`src/rtl/mlam_rgb_sched.sv`:
```
// rtl/mlam_rgb_sched.sv - sequences one shared 8x8 multiplier over R, G, B to square each pixel channel
module mlam_rgb_sched #(
    parameter int WIDTH  = 512,
    parameter int HEIGHT = 512,
    parameter int ROUND  = 0
) (
    input  logic        clk,
    input  logic        rst,
    input  logic        in_valid,
    output logic        in_ready,
    input  logic [7:0]  in_r,
    input  logic [7:0]  in_g,
    input  logic [7:0]  in_b,
    output logic [7:0]  mul_a,
    output logic [7:0]  mul_b,
    input  logic [16:1] mul_p,
    output logic        out_valid,
    input  logic        out_ready,
    output logic [7:0]  out_r,
    output logic [7:0]  out_g,
    output logic [7:0]  out_b,
    output logic        out_last
);

    localparam int NPIX = WIDTH * HEIGHT;
    localparam int CW   = (NPIX > 1) ? $clog2(NPIX) : 1;
    localparam logic [CW-1:0] LAST_CNT = CW'(NPIX - 1);

    typedef enum logic [2:0] {
        S_IDLE,
        S_MR,
        S_MG,
        S_MB,
        S_OUT
    } state_t;

    state_t        state_q;
    logic [CW-1:0] pixel_cnt_q;
    logic [7:0]    g_q;
    logic [7:0]    b_q;
    logic [7:0]    mul_op_q;
    logic          in_ready_q;
    logic          out_valid_q;
    logic          out_last_q;
    logic [7:0]    out_r_q;
    logic [7:0]    out_g_q;
    logic [7:0]    out_b_q;
    logic [7:0]    scaled_d;
    logic [8:0]    rounded_d;

    // Rounding adds bit 8 into the kept byte; a carry out means saturate.
    always_comb begin
        rounded_d = {1'b0, mul_p[16:9]} + {8'h00, mul_p[8]};
        if (ROUND == 0) begin
            scaled_d = mul_p[16:9];
        end else if (rounded_d[8]) begin
            scaled_d = 8'hFF;
        end else begin
            scaled_d = rounded_d[7:0];
        end
    end

    always_ff @(posedge clk or posedge rst) begin
        if (rst) begin
            state_q     <= S_IDLE;
            pixel_cnt_q <= '0;
            g_q         <= 8'h00;
            b_q         <= 8'h00;
            mul_op_q    <= 8'h00;
            in_ready_q  <= 1'b0;
            out_valid_q <= 1'b0;
            out_last_q  <= 1'b0;
            out_r_q     <= 8'h00;
            out_g_q     <= 8'h00;
            out_b_q     <= 8'h00;
        end else begin
            case (state_q)
                S_IDLE: begin
                    if (in_valid && in_ready_q) begin
                        mul_op_q   <= in_r;
                        g_q        <= in_g;
                        b_q        <= in_b;
                        in_ready_q <= 1'b0;
                        state_q    <= S_MR;
                    end else begin
                        in_ready_q <= 1'b1;
                    end
                end
                // Operands are registered one state ahead so each M state sees its own channel.
                S_MR: begin
                    out_r_q  <= scaled_d;
                    mul_op_q <= g_q;
                    state_q  <= S_MG;
                end
                S_MG: begin
                    out_g_q  <= scaled_d;
                    mul_op_q <= b_q;
                    state_q  <= S_MB;
                end
                S_MB: begin
                    out_b_q     <= scaled_d;
                    mul_op_q    <= 8'h00;
                    out_valid_q <= 1'b1;
                    out_last_q  <= (pixel_cnt_q == LAST_CNT);
                    state_q     <= S_OUT;
                end
                S_OUT: begin
                    if (out_ready) begin
                        out_valid_q <= 1'b0;
                        out_last_q  <= 1'b0;
                        in_ready_q  <= 1'b1;
                        pixel_cnt_q <= (pixel_cnt_q == LAST_CNT) ? '0 : pixel_cnt_q + 1'b1;
                        state_q     <= S_IDLE;
                    end
                end
                default: begin
                    mul_op_q    <= 8'h00;
                    in_ready_q  <= 1'b0;
                    out_valid_q <= 1'b0;
                    out_last_q  <= 1'b0;
                    state_q     <= S_IDLE;
                end
            endcase
        end
    end

    assign in_ready  = in_ready_q;
    assign mul_a     = mul_op_q;
    assign mul_b     = mul_op_q;
    assign out_valid = out_valid_q;
    assign out_last  = out_last_q;
    assign out_r     = out_r_q;
    assign out_g     = out_g_q;
    assign out_b     = out_b_q;

endmodule

```
`config.mk`:
```
export PLATFORM = sky130hd
export DESIGN_NAME = mlam_rgb_sched
export DESIGN_NICKNAME = d
export VERILOG_FILES = /design/src/rtl/mlam_rgb_sched.sv
export SDC_FILE = /design/constraint.sdc
export NUM_CORES = 1
export LEC_CHECK = 0
export BUFFER_PORTS_ARGS = -buffer_cell sky130_fd_sc_hd__buf_2
export CAP_MARGIN = 20
export CORE_AREA = 3 3 79 89
export DETAILED_ROUTE_END_ITERATION = 10
export DIE_AREA = 0 0 82 92
export PLACE_DENSITY_LB_ADDON = 0.08
export SYNTH_ARGS = -nofsm -noshare
export SYNTH_HDL_FRONTEND = slang
export SYNTH_SLANG_ARGS = --single-unit
```
`constraint.sdc`:
```
create_clock -name clk -period 3.9 [get_ports clk]
set_clock_uncertainty 0.05 [all_clocks]
set_input_delay 0.78 -clock clk [delete_from_list [all_inputs] [get_ports clk]]
set_output_delay 0.78 -clock clk [all_outputs]
set_load 0.1 [all_outputs]
```
==> out/qor.yml, run 1 <==
outcome: "finished clean"
yosysUniqueCellTypes: 38
worstPathArrival_ns: 2.69
ant_nets: 0
ctsResizeCount: 0
syn_area_per_cell_um2: 12.4
wl_per_cell_um: 14.3
grt_max_degree: 28
synth_edf_count: 0
worstReg2RegEnd: "pixel_cnt_q[3]"
clock-root-buffer: "clkbuf_8"
cts.path.max_buffers: 2
die_area_um2: 7540
crit_slowest_cell: "dfrtp_1"
path_delay_family: "simple AND/OR/NAND/NOR gates"
maxSlewViolCount: 0
diodes: 0
synthesis.area_um2: 3200
r2r_slack_ns: 1.35
route.detailed.drc: 0
post-cts-setup-buffers: 0
synth_area_leaders: "dfrtp_1 (56%), mux2_2 (14%), mux2i_1 (2.5%)"
core_area_um2: 6160
grt.overflow.total: 0
end_kind: "flop"
cts-hold-fix-buffers: 0
gp_congestion: 0.733
drive_gt1_frac: 0.414
required_ns: 4.04
die_height_um: 92
worstPathCellList: "and4bb_1, nand4_1, nor2b_1, nor2_1"
final-hold-violation-count: 0
start_util: 0.519
grt_pass1_vias: 2124
dr.first_iter.drc_count: 63
setup_tns_ns: 0
layout.nets: 378
relSlewSlack: 0.275
rsz0062_at_grt: "no"
fill_cells: 532
path_max_fanout: 20
viasPerCell: 5.24
crit_type: "flop to flop"
yosys.area.top_type: "dfrtp_1"
rows: 30
synth_seq_cells: 72
hold_path_class: "flop to flop"
htreeDepth: 3
antenna_found_initial: 0
path_buf_inv: 0
fin_util: 0.613
cts_buffers: 9
synth_flop_cell: "dfrtp_1"
worst_pin_slew_ns: 1.08
hpwl_mm: 4.26
cts_tree: "built"
vias: 2180
grt.total_usage: 0.169
dieWidth_um: 82
pin_count: 87
period_share: 0.654
reg2regPathDepth: 4
numPortBuffers: 78
clock_latency_ns: 0.33
critPathMaxStageDelay_ns: 0.71
worst_setup_path_start_kind: "flop"
dr.pass1.iters: 4
yosysWarnings: 0
hold_end: "pixel_cnt_q[4]"
clk_pin_slew_ns: 0.07
synth_top_area_frac: 0.564
setup_viol: 0
max_freq_ghz: 0.392
hp-start: "pixel_cnt_q[4]"
area_growth_pct: 18.0
drv_cap: 0
synthArstFlopShare: 1.00
rr_startpoint: "state_q[1]"
syn_nets: 303
grt_pass1_wl_mm: 9.75
yosysSeqAreaShare: 0.564
holdPathStages: 1
fin_crit_ns: 2.55
cts.sinks: 72
wirelength_mm: 5.96
syn_inst: 258
==> logic make-up (layout without fill, tap and decap cells) <==
logic type | Yosys count | count (layout) | share of synthesized area
XOR/XNOR | 11 | 11 | 0.0301
AO/OA/AOI/OAI | 39 | 39 | 0.0791
buffers and inverters | 21 | 99 | 0.0368
AND/OR/NAND/NOR | 66 | 66 | 0.121
flip-flops | 72 | 72 | 0.564
adder cells (fa/ha/maj) | 1 | 1 | 0.00391
multiplexers | 48 | 48 | 0.166
==> state kept, by name, summed over array words and instances (netlist names) <==
signal       count
pixel_cnt_q     18
b_q              8
g_q              8
mul_a            8
out_b            8
out_g            8
out_r            8
state_q          3
in_ready         1
out_last         1
out_valid        1
==> through the flow <==
stage / area [um^2] / hold slack [ns] / instances / setup slack [ns]
after floorplan: 3200 / 0.401 / 258 / 1.25
after global placement: 3600 / 0.427 / 401 / 1.33
after detailed placement: 3620 / 0.426 / 402 / 1.31
after CTS: 3770 / 0.440 / 416 / 1.31
after global routing: 3770 / 0.455 / 416 / 1.12
final: 3770 / 0.438 / 416 / 1.35
==> layout by cell type, fill, tap and decap left out, types with 3 or more instances in the layout <==
cell type,netlist,layout
clkbuf_8,0,10
buf_2,4,78
dfrtp_1,72,72
a22o_1,8,8
nand3_1,8,8
nand4_1,3,3
and3_1,3,3
xor2_1,5,5
nor2_1,8,8
xnor2_1,6,6
nor3_1,3,3
o21ai_0,16,16
a21oi_1,6,6
inv_1,4,3
nor2b_1,3,3
nand2_1,20,20
mux2i_1,8,8
o21a_1,3,3
mux2_2,40,40
clkbuf_1,4,3
==> routing by layer <==
layer,up-vias,track usage,part of all wire
met5,-,0,0
met4,0,0.0789,0.014
met3,7,0.0383,0.052
met2,53,0.262,0.48
met1,1055,0.222,0.45
li1,1065,-,-
==> area by class of cell <==
cell class	count	area (um^2)	share of cell area
sequential	72	1800	0.477
multi-input combinational	165	1280	0.339
timing repair buffer	81	425	0.113
clock buffer	13	149	0.0395
tap	80	100	0.0265
inverter	4	15.0	0.00398
clock inverter	1	5.00	0.00133
==> worst max-delay path by stage <==
stage                     startpoint             end  slack [ns]  depth (start not counted)
after floorplan                  rst          b_q[0]        1.25                          1
after global placement    state_q[1]  pixel_cnt_q[3]        1.33                          4
after detailed placement  state_q[1]  pixel_cnt_q[3]        1.31                          4
after CTS                 state_q[1]  pixel_cnt_q[3]        1.31                          4
after global routing      state_q[1]  pixel_cnt_q[5]        1.12                          4
final                     state_q[1]  pixel_cnt_q[3]        1.35                          4
==> Yosys cell counts (4+ instances only) <==
cell and instances:
xnor2_1 6, inv_1 4, nand2_1 20, mux2_2 40, o21ai_0 16, nand3_1 8
a22o_1 8, dfrtp_1 72, buf_4 9, xor2_1 5, mux2i_1 8, clkbuf_1 4
a21oi_1 6, nor2_1 8, buf_2 4
Power of run 1 is left out: the tool's default activity adds up to more than one toggle a clock period on the data nets, which glitch-free logic cannot reach.
==> run 2, diff against run 1 <==
- ABC_AREA: not set -> 1
- CORE_AREA: 3 3 79 89 -> 3 3 85 95
- DIE_AREA: 0 0 82 92 -> 0 0 88 98
- clock period: 3.9 -> 2.1 ns (I/O delays scaled with it)
==> run 2 against run 1 <==
Register-to-register slack lost 0.85 ns. Synthesized area grew 6.6%. Critical path type is now flop to output port. Clock-buffer cell count shrank 2. Worst setup slack lost 0.89 ns. Die area grew 14%.
==> out/qor.yml, run 2 <==
outcome: "finished clean"
hp-start: "in_b[0]"
syn_area_per_cell_um2: 8.08
area_growth_pct: 18.1
end_kind: "output port"
die_area_um2: 8620
cts_tree: "built"
final-hold-violation-count: 0
largest_register: "pixel_cnt_q"
hold_end: "b_q[0]"
dr.first_iter.drc_count: 104
synthesis.area_um2: 3410
wirelength_mm: 7.69
path_delay_family: "buffers and inverters"
reg2regPathDepth: 6
clock_latency_ns: 0.34
largest_register_ffs: 18
setup_viol: 0
layout_common_cells: "nand2_1 (157), buf_2 (78), dfrtp_1 (72)"
r2r_slack_ns: 0.50
synth_top_area_frac: 0.529
ant_nets: 0
critPathMaxStageDelay_ns: 0.45
placed_cells: 572
htreeDepth: 3
layout.nets: 544
fin_hold_ws_ns: 0.252
drv_cap: 0
yosysWarnings: 0
worstPathCellList: "buf_2"
yosysUniqueCellTypes: 25
rows: 32
grt_pass1_wl_mm: 12.8
holdPathStages: 3
dr.pass1.iters: 4
grt_pass1_vias: 2750
grt_max_degree: 68
synth_most_common_cell: "nand2_1"
setup_tns_ns: 0
period_share: 0.783
worstReg2RegEnd: "b_q[2]"
drive_gt1_frac: 0.222
route.detailed.drc: 0
clk_pin_slew_ns: 0.08
die_height_um: 98
worst_setup_path_start_kind: "flop"
path_buf_inv: 1
syn_inst: 422
dieWidth_um: 88
m1WireLength_mm: 3.43
grt.overflow.total: 0
mostFrequentLayoutCell: "nand2_1"
worstPathArrival_ns: 1.17
yosysSeqAreaShare: 0.529
synth_common_cells: "nand2_1 (157), dfrtp_1 (72), nand3_1 (45), inv_1 (42), o21ai_0 (25)"
fin_crit_ns: 1.64
fin_cells: 589
hold_path_class: "input pin to flop"
cts.path.max_buffers: 2
pin_count: 87
maxSlewViolCount: 0
rsz0062_at_grt: "no"
synth_edf_count: 0
grt.total_usage: 0.188
met3_length_um: 355
diodes: 0
yosys.area.top_type: "dfrtp_1"
hpwl_mm: 5.39
cts_buffers: 9
synthArstFlopShare: 1.00
antenna_found_initial: 0
wl_per_cell_um: 13.1
wl_met2_mm: 3.82
crit_type: "flop to output port"
required_ns: 1.63
relSlewSlack: 0.638
max_freq_ghz: 0.608
routed.top_layer: "met4"
vias: 2907
path_max_fanout: 3
synth_flop_cell: "dfrtp_1"
worst_pin_slew_ns: 0.542
crit_slowest_cell: "buf_2"
start_util: 0.481
cts.sinks: 72
synth_area_leaders: "dfrtp_1 (53%), nand2_1 (17%), nand3_1 (6.6%)"
synth_seq_cells: 72
syn_nets: 467
gp_congestion: 0.807
core_area_um2: 7090
rr_startpoint: "state_q[2]"
numPortBuffers: 78
clock-root-buffer: "clkbuf_8"
viasPerCell: 4.94
==> run 2: cell types whose count changed in the layout (fill, tap and decap cells not counted), sizes merged, moves of 6 or more <==
cell,change
nand2,+137
nor2,+20
inv,+42
mux2,-40
a21oi,-6
a22o,-8
nand3,+38
mux2i,-7
o21ai,+18
==> run 2: per-stage QoR <==
stage / setup WS, ns / util / area, um^2
floorplan: 0.212 / - / 3410
global placement: 0.509 / 0.541 / 3830
detailed placement: 0.499 / 0.541 / 3830
CTS: 0.442 / 0.568 / 4020
global route: 0.294 / 0.568 / 4020
finish: 0.457 / 0.568 / 4020
==> run 2: metal layers <==
metal	vias up	track usage
met3	6	0.0422
li1	1473	-
met4	0	0.0590
met5	-	0
met2	75	0.308
met1	1353	0.247
==> run 2: final cells by class <==
| type | instances | area (um^2) |
|---|---|---|
| Multi-Input combinational cell | 284 | 1300 |
| Sequential cell | 72 | 1800 |
| Timing Repair Buffer | 85 | 458 |
| Clock inverter | 5 | 40.0 |
| Inverter | 47 | 180 |
| Tap cell | 85 | 106 |
| Fill cell | 709 | 3060 |
| Clock buffer | 11 | 141 |
==> run 2: logic make-up (layout without fill, tap and decap cells) <==
logic type	Yosys count	after routing	share of synthesized area
XOR/XNOR	5	5	0.0129
buffers and inverters	66	148	0.0910
flip-flops	72	72	0.529
AO/OA/AOI/OAI	35	35	0.0540
multiplexers	1	1	0.00294
AND/OR/NAND/NOR	242	242	0.307
adder cells (fa/ha/maj)	1	1	0.00367
==> run 2: how the worst max path moves through the flow <==
stage	to	depth (start not counted)	startpoint
final	in_ready	1	in_ready
after global routing	b_q[6]	6	state_q[2]
after detailed placement	g_q[1]	6	state_q[2]
after global placement	g_q[1]	6	state_q[2]
after CTS	in_ready	1	in_ready
after floorplan	mul_a[0]	5	in_ready
==> run 2: timing repair <==
item                       4_1_cts  5_1_grt
hold endpoints to repair         5        0
setup buffers                    0        0
hold buffers                     1        0
gates resized for setup          0        0
setup endpoints to repair        0        0
Power of run 2 is left out for the same reason.
